File: src/rtl/time_of_day_counter_if.sv
// Bus bundle for time_of_day_counter: control inputs, time outputs, strobes.
// master drives EN/LOAD*/ALARM*; slave (the counter) drives time and strobes.
interface time_of_day_counter_if;
    logic       EN;
    logic       LOAD;
    logic [4:0] LOAD_HOUR;
    logic [5:0] LOAD_MIN;
    logic [5:0] LOAD_SEC;
    logic       ALARM_EN;
    logic [4:0] ALARM_HOUR;
    logic [5:0] ALARM_MIN;
    logic [5:0] SECOND;
    logic [5:0] MINUTE;
    logic [4:0] HOUR;
    logic       PM;
    logic       SEC_TICK;
    logic       MIN_TICK;
    logic       HOUR_TICK;
    logic       DAY_TICK;
    logic       ALARM;
    logic       LOAD_ERR;

    modport master (
        output EN, LOAD, LOAD_HOUR, LOAD_MIN, LOAD_SEC,
        output ALARM_EN, ALARM_HOUR, ALARM_MIN,
        input  SECOND, MINUTE, HOUR, PM,
        input  SEC_TICK, MIN_TICK, HOUR_TICK, DAY_TICK, ALARM, LOAD_ERR
    );

    modport slave (
        input  EN, LOAD, LOAD_HOUR, LOAD_MIN, LOAD_SEC,
        input  ALARM_EN, ALARM_HOUR, ALARM_MIN,
        output SECOND, MINUTE, HOUR, PM,
        output SEC_TICK, MIN_TICK, HOUR_TICK, DAY_TICK, ALARM, LOAD_ERR
    );
endinterface

File: src/rtl/time_of_day_counter.sv
// Single-clock hh:mm:ss counter with prescaler, 12/24h display, load, alarm.
// Ports: CLK, RST (async high), bus (slave modport of time_of_day_counter_if).
module time_of_day_counter #(
    parameter int CLK_DIV  = 1,
    parameter bit MODE_12H = 1'b0
) (
    input  logic                   CLK,
    input  logic                   RST,
    time_of_day_counter_if.slave   bus
);

    logic [5:0] sec, min;
    logic [4:0] h24;
    logic [5:0] nxt_sec, nxt_min;
    logic [4:0] nxt_h24;
    logic       sec_wrap, min_wrap, hour_wrap;
    logic       tick;
    logic       fields_ok, load_ok;
    logic       sec_tick, min_tick, hour_tick, day_tick;
    logic       alarm, load_err;

    assign fields_ok = (bus.LOAD_HOUR <= 5'd23) &&
                       (bus.LOAD_MIN  <= 6'd59) &&
                       (bus.LOAD_SEC  <= 6'd59);
    assign load_ok   = bus.LOAD && fields_ok;

    generate
        if (CLK_DIV == 1) begin : g_nopre
            assign tick = bus.EN;
        end else begin : g_pre
            localparam int PW = $clog2(CLK_DIV);
            localparam logic [PW-1:0] LAST = PW'(CLK_DIV - 1);
            logic [PW-1:0] pre;

            always_ff @(posedge CLK or posedge RST) begin
                if (RST) begin
                    pre <= '0;
                end else if (load_ok) begin
                    pre <= '0;
                end else if (bus.EN) begin
                    pre <= (pre == LAST) ? '0 : pre + 1'b1;
                end
            end

            assign tick = bus.EN && (pre == LAST);
        end
    endgenerate

    // Next time on a tick; the alarm compares against this, not the
    // current time, so it fires on the edge where the match first appears.
    always_comb begin
        sec_wrap  = (sec == 6'd59);
        min_wrap  = sec_wrap && (min == 6'd59);
        hour_wrap = min_wrap && (h24 == 5'd23);
        nxt_sec   = sec_wrap ? 6'd0 : sec + 6'd1;
        nxt_min   = min;
        nxt_h24   = h24;
        if (sec_wrap) begin
            nxt_min = (min == 6'd59) ? 6'd0 : min + 6'd1;
        end
        if (min_wrap) begin
            nxt_h24 = (h24 == 5'd23) ? 5'd0 : h24 + 5'd1;
        end
    end

    always_ff @(posedge CLK or posedge RST) begin
        if (RST) begin
            sec       <= '0;
            min       <= '0;
            h24       <= '0;
            sec_tick  <= 1'b0;
            min_tick  <= 1'b0;
            hour_tick <= 1'b0;
            day_tick  <= 1'b0;
            alarm     <= 1'b0;
            load_err  <= 1'b0;
        end else begin
            sec_tick  <= 1'b0;
            min_tick  <= 1'b0;
            hour_tick <= 1'b0;
            day_tick  <= 1'b0;
            alarm     <= 1'b0;
            load_err  <= bus.LOAD && !fields_ok;
            if (load_ok) begin
                sec <= bus.LOAD_SEC;
                min <= bus.LOAD_MIN;
                h24 <= bus.LOAD_HOUR;
            end else if (tick) begin
                sec       <= nxt_sec;
                min       <= nxt_min;
                h24       <= nxt_h24;
                sec_tick  <= 1'b1;
                min_tick  <= sec_wrap;
                hour_tick <= min_wrap;
                day_tick  <= hour_wrap;
                // nxt_* are always in range, so bad alarm values never hit
                alarm     <= bus.ALARM_EN &&
                             (nxt_sec == 6'd0) &&
                             (nxt_min == bus.ALARM_MIN) &&
                             (nxt_h24 == bus.ALARM_HOUR);
            end
        end
    end

    logic [4:0] hour_disp;

    always_comb begin
        hour_disp = h24;
        if (MODE_12H) begin
            if (h24 == 5'd0) begin
                hour_disp = 5'd12;
            end else if (h24 > 5'd12) begin
                hour_disp = h24 - 5'd12;
            end
        end
    end

    assign bus.SECOND    = sec;
    assign bus.MINUTE    = min;
    assign bus.HOUR      = hour_disp;
    assign bus.PM        = (h24 >= 5'd12);
    assign bus.SEC_TICK  = sec_tick;
    assign bus.MIN_TICK  = min_tick;
    assign bus.HOUR_TICK = hour_tick;
    assign bus.DAY_TICK  = day_tick;
    assign bus.ALARM     = alarm;
    assign bus.LOAD_ERR  = load_err;

endmodule

File: src/flat_wrapper.sv
// flat-port wrapper written by rule: the top's interface ports become plain ports
module time_of_day_counter_flat 
#(
    parameter int CLK_DIV  = 1,
    parameter bit MODE_12H = 1'b0
)
  (CLK, RST, bus_EN, bus_LOAD, bus_LOAD_HOUR, bus_LOAD_MIN, bus_LOAD_SEC, bus_ALARM_EN, bus_ALARM_HOUR, bus_ALARM_MIN, bus_SECOND, bus_MINUTE, bus_HOUR, bus_PM, bus_SEC_TICK, bus_MIN_TICK, bus_HOUR_TICK, bus_DAY_TICK, bus_ALARM, bus_LOAD_ERR);
  time_of_day_counter_if bus_i ();
  input  logic CLK;
  input  logic RST;
  input wire logic [$bits(bus_i.EN)-1:0] bus_EN;
  input wire logic [$bits(bus_i.LOAD)-1:0] bus_LOAD;
  input wire logic [$bits(bus_i.LOAD_HOUR)-1:0] bus_LOAD_HOUR;
  input wire logic [$bits(bus_i.LOAD_MIN)-1:0] bus_LOAD_MIN;
  input wire logic [$bits(bus_i.LOAD_SEC)-1:0] bus_LOAD_SEC;
  input wire logic [$bits(bus_i.ALARM_EN)-1:0] bus_ALARM_EN;
  input wire logic [$bits(bus_i.ALARM_HOUR)-1:0] bus_ALARM_HOUR;
  input wire logic [$bits(bus_i.ALARM_MIN)-1:0] bus_ALARM_MIN;
  output wire logic [$bits(bus_i.SECOND)-1:0] bus_SECOND;
  output wire logic [$bits(bus_i.MINUTE)-1:0] bus_MINUTE;
  output wire logic [$bits(bus_i.HOUR)-1:0] bus_HOUR;
  output wire logic [$bits(bus_i.PM)-1:0] bus_PM;
  output wire logic [$bits(bus_i.SEC_TICK)-1:0] bus_SEC_TICK;
  output wire logic [$bits(bus_i.MIN_TICK)-1:0] bus_MIN_TICK;
  output wire logic [$bits(bus_i.HOUR_TICK)-1:0] bus_HOUR_TICK;
  output wire logic [$bits(bus_i.DAY_TICK)-1:0] bus_DAY_TICK;
  output wire logic [$bits(bus_i.ALARM)-1:0] bus_ALARM;
  output wire logic [$bits(bus_i.LOAD_ERR)-1:0] bus_LOAD_ERR;
  assign bus_i.EN = bus_EN;
  assign bus_i.LOAD = bus_LOAD;
  assign bus_i.LOAD_HOUR = bus_LOAD_HOUR;
  assign bus_i.LOAD_MIN = bus_LOAD_MIN;
  assign bus_i.LOAD_SEC = bus_LOAD_SEC;
  assign bus_i.ALARM_EN = bus_ALARM_EN;
  assign bus_i.ALARM_HOUR = bus_ALARM_HOUR;
  assign bus_i.ALARM_MIN = bus_ALARM_MIN;
  assign bus_SECOND = bus_i.SECOND;
  assign bus_MINUTE = bus_i.MINUTE;
  assign bus_HOUR = bus_i.HOUR;
  assign bus_PM = bus_i.PM;
  assign bus_SEC_TICK = bus_i.SEC_TICK;
  assign bus_MIN_TICK = bus_i.MIN_TICK;
  assign bus_HOUR_TICK = bus_i.HOUR_TICK;
  assign bus_DAY_TICK = bus_i.DAY_TICK;
  assign bus_ALARM = bus_i.ALARM;
  assign bus_LOAD_ERR = bus_i.LOAD_ERR;
  time_of_day_counter #(.CLK_DIV(CLK_DIV), .MODE_12H(MODE_12H)) u_core (.CLK(CLK), .RST(RST), .bus(bus_i));
endmodule
File: config.mk
export PLATFORM = sky130hd
export DESIGN_NAME = time_of_day_counter_flat
export DESIGN_NICKNAME = d
export VERILOG_FILES = /design/src/rtl/time_of_day_counter_if.sv /design/src/rtl/time_of_day_counter.sv /design/src/flat_wrapper.sv
export SDC_FILE = /design/constraint.sdc
export NUM_CORES = 1
export LEC_CHECK = 0
export ABC_AREA = 1
export CAP_MARGIN = 25
export CORE_MARGIN = 3
export CORE_UTILIZATION = 45
export DETAILED_ROUTE_END_ITERATION = 12
export GPL_ROUTABILITY_DRIVEN = 0
export GPL_TIMING_DRIVEN = 1
export PLACE_DENSITY = 0.9
export SYNTH_ARGS = -nofsm -noshare
export SYNTH_HDL_FRONTEND = slang
export SYNTH_SLANG_ARGS = --single-unit
File: constraint.sdc
create_clock -name CLK -period 2.2 [get_ports CLK]
set_input_delay 0.44 -clock CLK [delete_from_list [all_inputs] [get_ports CLK]]
set_output_delay 0.44 -clock CLK [all_outputs]
set_load 0.05 [all_outputs]
==> flow_metrics.env, run 1 <==
export IMPL_p_leak_uw=0.00114
export IMPL_final_area_um2=2420
export IMPL_synth_seq_area_share=0.335
export IMPL_nets=356
export IMPL_setup_violations=0
export IMPL_dp_cells=358
export IMPL_path_buf_inv=1
export IMPL_yosysMostFrequentCell="nand2_1"
export IMPL_fin_cells=363
export IMPL_start_util=0.491
export IMPL_antenna_found_initial=0
export IMPL_regToRegStartpoint="u_core.bus.SECOND[1]"
export IMPL_grtUsageTotal=0.232
export IMPL_drc_errors=0
export IMPL_die_h_um=67.8
export IMPL_clk_pin_slew_ns=0.08
export IMPL_arrival_ns=1.65
export IMPL_synth_top_cell_area_share=0.335
export IMPL_layout_setup_ws_ns=0.115
export IMPL_synth_cell_types=27
export IMPL_crit_path_top_delay_cell="clkdlybuf4s50_1"
export IMPL_async_flop_share=1.00
export IMPL_final_setup_tns_ns=0
export IMPL_insertion_delay_ns=0.26
export IMPL_start_kind="flip-flop"
export IMPL_synth_edf_count=0
export IMPL_place_area_um2=2370
export IMPL_synth_nets=290
export IMPL_slew_headroom=0.648
export IMPL_r2r_cells=11
export IMPL_vdd_drop_max_mv=0.433
export IMPL_firstDrtPassIters=4
export IMPL_synthTopCellsByArea="dfrtp_1, nand2_1, nand3_1"
export IMPL_post_route_min_period_ns=2.09
export IMPL_diodes=0
export IMPL_synth_top_area_cell="dfrtp_1"
export IMPL_grt_max_degree=24
export IMPL_htree_levels=1
export IMPL_status="finished, final reports clean"
export IMPL_hold_class="input pin to asynchronous set/reset pin"
export IMPL_drive_gt1_frac=0.0883
export IMPL_die_area_um2=4590
export IMPL_final_max_slew_violation_count=0
export IMPL_clock_root_buffer="clkbuf_8"
export IMPL_syn_to_final_growth_pct=41.0
export IMPL_totalWireLength_um=4890
export IMPL_rsz0062_at_grt="no"
export IMPL_cp_end_kind="output port"
export IMPL_hold_viol=0
export IMPL_grt_pass1_wl_um=8150
export IMPL_cts_sinks=23
export IMPL_critPathTopFamily="buffers and inverters"
export IMPL_tightest_slew_ns=0.526
export IMPL_cts_tree="built"
export IMPL_r2r_slack_ns=0.23
export IMPL_r2r_end="u_core.bus.ALARM"
export IMPL_post_place_ws_ns=0.141
export IMPL_synth_warnings=0
export IMPL_crit_type="flip-flop to output port"
export IMPL_syn_area_um2=1720
export IMPL_cts_hold_buf=0
export IMPL_synth_common_cells="nand2_1, nand3_1, inv_1"
export IMPL_grt_overflow_total=0
export IMPL_via_per_inst=5.31
export IMPL_cap_violations=0
export IMPL_die_w_um=67.8
export IMPL_avgSynthCellArea_um2=6.81
export IMPL_wl_per_cell_um=13.5
export IMPL_rows=21
export IMPL_fmax_mhz=480
export IMPL_numCtsBuffers=3
export IMPL_first_iter_violations=132
export IMPL_ioPinCount=57
export IMPL_fin_crit_sh=0.948
export IMPL_hpwl_um=3980
export IMPL_route_antenna_remaining_nets=0
export IMPL_crit_chain="clkdlybuf4s50_1"
export IMPL_fin_util=0.693
export IMPL_synthCells=252
export IMPL_finalClockSkew_ns=0.00288
export IMPL_synthFlopType="dfrtp_1"
export IMPL_required_ns=1.76
export IMPL_coreArea_um2=3490
export IMPL_worstPathMaxFanout=9
export IMPL_port_buffers=56
export IMPL_grt_pass1_vias=1830
export IMPL_vias=1927
export IMPL_cellPowerDensity_nw_per_um2=666
export IMPL_crit_path_max_incr_delay_ns=0.86
export IMPL_clock_path_buffers=2
export IMPL_synth_seq_cells=23
-- cell usage in the layout (no fill, tap or decap) --
| cell type | instances |
|---|---|
| nand2_1 | 89 |
| clkdlybuf4s50_1 | 55 |
| nand3_1 | 32 |
| inv_1 | 29 |
| dfrtp_1 | 23 |
| nor2_1 | 14 |
| buf_4 | 11 |
| o221ai_1 | 10 |
| o21ai_0 | 9 |
| nand4_1 | 6 |
| ha_1 | 4 |
| nor2_4 | 3 |
| o211ai_1 | 3 |
| nand3b_1 | 3 |
| clkbuf_8 | 3 |
| inv_2 | 2 |
| nand2_2 | 2 |
| nand3_2 | 2 |
| or2_2 | 2 |
| o21ai_1 | 2 |
| nor3_1 | 2 |
| xnor2_1 | 2 |
| a21oi_1 | 2 |
| o21a_1 | 1 |
| xor2_1 | 1 |
| nor2_2 | 1 |
| a21boi_0 | 1 |
| nor3_2 | 1 |
| ha_2 | 1 |
| clkbuf_1 | 1 |
-- worst max-delay path by stage --
stage / startpoint / endpoint / slack (ns) / cells after the start
global route: u_core.bus.SECOND[1] / u_core.bus.ALARM / 0.003 / 11
finish: u_core.bus.SECOND[2] / bus_SECOND[2] / 0.11 / 1
global placement: bus_LOAD_MIN[4] / u_core.bus.ALARM / 0.22 / 10
CTS: u_core.bus.SECOND[2] / bus_SECOND[2] / 0.12 / 1
floorplan: u_core.bus.SECOND[0] / u_core.bus.ALARM / 0.14 / 10
detailed placement: bus_LOAD_MIN[4] / u_core.bus.ALARM / 0.14 / 10
-- routing by layer --
layer	vias up	routed length (um)	share of wire	GRT usage
met5	-	0	0	0
met4	0	42	0.0086	0.0506
met3	4	359	0.073	0.0449
met2	84	2390	0.49	0.392
met1	879	2090	0.43	0.304
li1	960	-	-	-
-- repair_timing --
item / in CTS / in global routing
setup endpoints to repair: 0 / 1
resized for setup: 0 / 1
setup buffers: 0 / 1
hold endpoints to repair: 0 / 0
-- per-stage QoR --
step                hold WS [ns]  power (uW)
CTS                        0.522        1610
global placement           0.558        1340
detailed placement         0.563        1350
global route               0.536        1720
floorplan                  0.442        1070
finish                     0.514        1610
-- logic make-up after synthesis --
family          after synthesis  share of synthesized area
compound gates               28                      0.111
flops                        23                      0.335
buf+inv                      36                     0.0875
fa+ha+maj                     5                     0.0364
simple gates                157                      0.415
xor+xnor                      3                     0.0153
-- worst reg2reg max path, delay by kind of cell (launching register included) --
kind	cells	cell delay (ns)
fa+ha+maj	1	0.29
flops	1	0.36
simple gates	10	1.25
-- area by class of cell --
class                      count  area (um^2)
clock buffer                   4         45.0
fill                         288         1070
inverter                      31          116
multi-input combinational    193          993
sequential                    23          576
tap                           46         57.6
timing repair buffer          66          633
-- power by group --
group / switching [uW] / total [uW] / internal, uW / leakage [uW]
clock: 131 / 260 / 129 / 0.0000228
combinational: 499 / 798 / 299 / 0.000825
sequential: 75.7 / 554 / 478 / 0.000291
-- flip-flops by register name, summed over array words and instances (netlist names) --
name / count
u_core.bus.MINUTE: 6
u_core.bus.SECOND: 6
u_core.bus.HOUR: 5
u_core.bus.ALARM: 1
u_core.bus.DAY_TICK: 1
u_core.bus.HOUR_TICK: 1
u_core.bus.LOAD_ERR: 1
u_core.bus.MIN_TICK: 1
u_core.bus.SEC_TICK: 1
(Power assumes the default switching activity.)
==> run 2: changes to the inputs <==
CTS_BUF_LIST = sky130_fd_sc_hd__clkbuf_8   (was unset)
PLACE_DENSITY = unset   (was 0.9)
PLACE_DENSITY_LB_ADDON = 0.12   (was unset)
==> flow_metrics.env, run 2 (same netlist as run 1, synthesis figures left out) <==
export IMPL_coreArea_um2=3490
export IMPL_wl_per_cell_um=13.5
export IMPL_cap_violations=0
export IMPL_tightest_slew_ns=0.504
export IMPL_start_util=0.491
export IMPL_cp_end_kind="output port"
export IMPL_port_buffers=56
export IMPL_path_buf_inv=1
export IMPL_first_iter_violations=137
export IMPL_final_common_cell="nand2_1"
export IMPL_start_kind="flip-flop"
export IMPL_rsz0062_at_grt="no"
export IMPL_die_w_um=67.8
export IMPL_regToRegStartpoint="u_core.bus.MINUTE[1]"
export IMPL_drive_gt1_frac=0.0854
export IMPL_cts_hold_buf=0
export IMPL_cts_sinks=23
export IMPL_clock_root_buffer="clkbuf_8"
export IMPL_slew_headroom=0.663
export IMPL_drc_errors=0
export IMPL_route_antenna_remaining_nets=0
export IMPL_worstPathMaxFanout=9
export IMPL_nets=355
export IMPL_p_leak_uw=0.00114
export IMPL_clk_pin_slew_ns=0.09
export IMPL_n_fill_cell=307
export IMPL_critPathTopFamily="buffers and inverters"
export IMPL_fin_crit_sh=0.948
export IMPL_finalClockSkew_ns=0.00306
export IMPL_hold_viol=0
export IMPL_crit_start="u_core.bus.SECOND[2]"
export IMPL_cellPowerDensity_nw_per_um2=674
export IMPL_crit_chain="clkdlybuf4s50_1"
export IMPL_setup_violations=0
export IMPL_required_ns=1.76
export IMPL_die_h_um=67.8
export IMPL_crit_type="flip-flop to output port"
export IMPL_insertion_delay_ns=0.27
export IMPL_arrival_ns=1.65
export IMPL_firstDrtPassIters=5
export IMPL_busiest_layer="met2"
export IMPL_r2r_cells=11
export IMPL_final_max_slew_violation_count=0
export IMPL_numCtsBuffers=3
export IMPL_path_depth=1
export IMPL_totalWireLength_um=4880
export IMPL_grt_overflow_total=0
export IMPL_htree_levels=1
export IMPL_cp_endpoint="bus_SECOND[2]"
export IMPL_fmax_mhz=479
export IMPL_grt_pass1_wl_um=8310
export IMPL_crit_path_top_delay_cell="clkdlybuf4s50_1"
export IMPL_post_cts_resized=0
export IMPL_r2r_end="u_core.bus.ALARM"
export IMPL_use_met3=0.0516
export IMPL_grtUsageTotal=0.236
export IMPL_via_per_inst=5.25
export IMPL_rows=21
export IMPL_diodes=0
export IMPL_syn_to_final_growth_pct=40.5
export IMPL_p_total_uw=1630
export IMPL_vias=1901
export IMPL_layout_common_cells="nand2_1, clkdlybuf4s50_1, nand3_1"
export IMPL_postCtsSetupRepairBufs=0
export IMPL_grt_use_met1=0.324
export IMPL_grt_use_met2=0.375
export IMPL_status="finished, final reports clean"
export IMPL_post_route_min_period_ns=2.09
export IMPL_r2r_slack_ns=0.29
export IMPL_grt_pass1_vias=1822
export IMPL_crit_path_max_incr_delay_ns=0.86
export IMPL_final_setup_tns_ns=0
export IMPL_ioPinCount=57
export IMPL_hold_class="input pin to asynchronous set/reset pin"
export IMPL_antenna_found_initial=0
export IMPL_vdd_drop_max_mv=0.429
export IMPL_die_area_um2=4590
export IMPL_clock_path_buffers=2
export IMPL_grt_max_degree=24
export IMPL_hpwl_um=3920
export IMPL_cts_tree="built"
run 2: cell types whose count changed in the layout (fill, tap and decap cells not counted), sizes merged:
cell	previous run	this run
buf	11	10
clkbuf	4	3
clkinv	0	1
run 2: final cells by class:
class	instances	area [um^2]	area share
clock buffer	3	41.3	0.0171
clock inverter	1	5.00	0.00207
sequential	23	576	0.239
inverter	31	116	0.0482
tap	46	57.6	0.0239
multi-input combinational	193	991	0.411
timing repair buffer	65	626	0.259
run 2: worst min path at each step:
stage                         startpoint                   end  slack (ns)  depth (start not counted)
floorplan                            RST      u_core.bus.ALARM        0.44                          1
global placement    u_core.bus.SECOND[5]  u_core.bus.SECOND[5]        0.56                          2
detailed placement  u_core.bus.SECOND[5]  u_core.bus.SECOND[5]        0.56                          2
CTS                                  RST   u_core.bus.SEC_TICK        0.52                          3
global route                         RST   u_core.bus.SEC_TICK        0.54                          3
finish                               RST    u_core.bus.HOUR[1]        0.52                          3
run 2: power breakdown:
group | leakage (uW) | switching, uW | internal (uW)
Sequential | 0.000291 | 76.9 | 478
Combinational | 0.000823 | 499 | 296
Clock | 0.0000255 | 150 | 127
Total | 0.00114 | 726 | 901
run 2: worst register-to-register path, stage by stage, from the launching register on:
cell and delay (ns):
dfrtp_1 0.44, ha_1 0.28, nand3_1 0.14, nor2_4 0.19
nand2_2 0.17, nand2_1 0.12, nand2_1 0.08, nand2_1 0.06
nand2_1 0.04, inv_1 0.04, nand3_1 0.09, nor3_2 0.18
run 2: routing by layer:
| layer | routed length [um] | vias to the layer above |
|---|---|---|
| met2 | 2160 | 87 |
| met5 | 0 | - |
| met3 | 431 | 10 |
| met4 | 67 | 0 |
| met1 | 2230 | 847 |
| li1 | - | 957 |
run 2: through the flow:
stage	instance area, um^2	utilization	hold slack, ns	instances	setup slack, ns
3_3_place_gp	2370	0.677	0.561	358	0.143
6_report	2410	0.690	0.517	362	0.114
5_1_grt	2410	0.690	0.536	362	0.0378
3_5_place_dp	2370	0.677	0.565	358	0.0987
2_1_floorplan	1720	-	0.442	252	0.144
4_1_cts	2410	0.690	0.521	362	0.103
==> run 3: changes to the inputs <==
GPL_TIMING_DRIVEN = 0   (was 1)
==> flow_metrics.env, run 3 (same netlist as run 1, synthesis figures left out) <==
export IMPL_status="finished, final reports clean"
export IMPL_whs_path_depth=2
export IMPL_syn_to_final_growth_pct=38.6
export IMPL_wl_per_cell_um=13.6
export IMPL_clk_pin_slew_ns=0.09
export IMPL_drive_gt1_frac=0.0675
export IMPL_diodes=0
export IMPL_crit_path_max_incr_delay_ns=0.86
export IMPL_holdPathEnd="u_core.bus.SECOND[5]"
export IMPL_critPathTopFamily="buffers and inverters"
export IMPL_fin_util=0.681
export IMPL_cts_sinks=23
export IMPL_rows=21
export IMPL_nets=350
export IMPL_crit_path_top_delay_cell="clkdlybuf4s50_1"
export IMPL_regToRegStartpoint="u_core.bus.MINUTE[0]"
export IMPL_path_buf_inv=1
export IMPL_totalWireLength_um=4840
export IMPL_grt_pass1_vias=1736
export IMPL_grt_overflow_total=0
export IMPL_htree_levels=1
export IMPL_r2r_slack_ns=0.24
export IMPL_cts_tree="built"
export IMPL_route_antenna_remaining_nets=0
export IMPL_worstPathMaxFanout=8
export IMPL_hold_viol=0
export IMPL_fin_crit_sh=0.944
export IMPL_finalClockSkew_ns=0.0126
export IMPL_start_kind="flip-flop"
export IMPL_final_common_cell="nand2_1"
export IMPL_clock_root_buffer="clkbuf_8"
export IMPL_cap_violations=0
export IMPL_tightest_slew_ns=0.925
export IMPL_min_delay_start="u_core.bus.SECOND[5]"
export IMPL_vdd_drop_max_mv=0.484
export IMPL_drc_errors=0
export IMPL_grtUsageTotal=0.229
export IMPL_p_leak_uw=0.00111
export IMPL_wl_met2_um=2200
export IMPL_firstDrtPassIters=4
export IMPL_port_buffers=56
export IMPL_layout_common_cells="nand2_1, clkdlybuf4s50_1, nand3_1"
export IMPL_slew_headroom=0.383
export IMPL_fmax_mhz=482
export IMPL_clock_path_buffers=2
export IMPL_setup_violations=0
export IMPL_arrival_ns=1.64
export IMPL_wl_met1_um=2240
export IMPL_die_w_um=67.8
export IMPL_ioPinCount=57
export IMPL_die_area_um2=4590
export IMPL_final_max_slew_violation_count=0
export IMPL_die_h_um=67.8
export IMPL_grt_max_degree=24
export IMPL_numCtsBuffers=3
export IMPL_insertion_delay_ns=0.27
export IMPL_post_route_min_period_ns=2.08
export IMPL_wl_met3_um=344
export IMPL_r2r_end="u_core.bus.ALARM"
export IMPL_top_layer="met4"
export IMPL_hpwl_um=3810
export IMPL_first_iter_violations=108
export IMPL_p_total_uw=1610
export IMPL_crit_chain="clkdlybuf4s50_1"
export IMPL_grt_pass1_wl_um=7890
export IMPL_start_util=0.491
export IMPL_coreArea_um2=3490
export IMPL_vias=1894
export IMPL_postCtsSetupRepairBufs=0
export IMPL_hold_class="flip-flop to flip-flop"
export IMPL_cp_end_kind="output port"
export IMPL_r2r_cells=11
export IMPL_antenna_found_initial=0
export IMPL_cellPowerDensity_nw_per_um2=675
export IMPL_via_per_inst=5.31
export IMPL_rsz0062_at_grt="no"
export IMPL_crit_type="flip-flop to output port"
export IMPL_required_ns=1.76
[run 3: how the worst max path moves through the flow]
stage	start	end	slack, ns	depth (start not counted)
floorplan	u_core.bus.SECOND[0]	u_core.bus.ALARM	0.14	10
global placement	bus_LOAD_MIN[5]	u_core.bus.SECOND[2]	-0.06	8
detailed placement	bus_LOAD_MIN[5]	u_core.bus.HOUR[3]	-0.08	7
CTS	u_core.bus.SECOND[0]	bus_SECOND[0]	0.12	1
global route	bus_LOAD_MIN[3]	u_core.bus.HOUR[3]	0.05	7
finish	u_core.bus.SECOND[0]	bus_SECOND[0]	0.12	1
[run 3: stage by stage]
stage / instances / setup TNS (ns) / instance area [um^2] / worst slack (ns) / hold slack (ns)
final: 357 / 0 / 2380 / 0.123 / 0.578
after global routing: 357 / 0 / 2380 / 0.0504 / 0.647
after CTS: 358 / 0 / 2380 / 0.122 / 0.577
after detailed placement: 354 / -0.442 / 2330 / -0.0819 / 0.555
after global placement: 354 / -0.361 / 2330 / -0.0649 / 0.549
after floorplan: 252 / 0 / 1720 / 0.144 / 0.442
[run 3: power by group]
group          leakage [uW]  switching (uW)  total [uW]  internal (uW)
combinational      0.000794             483         767            284
sequential         0.000291            86.7         565            478
clock             0.0000255             148         275            127
[run 3: timing repair]
action	4_1_cts	5_1_grt
endpoints found under the setup margin	1	3
hold buffers	0	0
resized for setup	1	3
[run 3: area by class of cell]
class	instances	area (um^2)
clock inverter	1	5.00
multi-input combinational	193	993
sequential	23	576
tap	46	57.6
timing repair buffer	56	559
inverter	31	116
clock buffer	3	41.3
fill	314	1110
buffer	4	31.3
[run 3: routing by layer]
layer,vias up,track usage
li1,950,-
met1,867,0.327
met2,71,0.357
met3,6,0.0383
met4,0,0.0532
met5,-,0
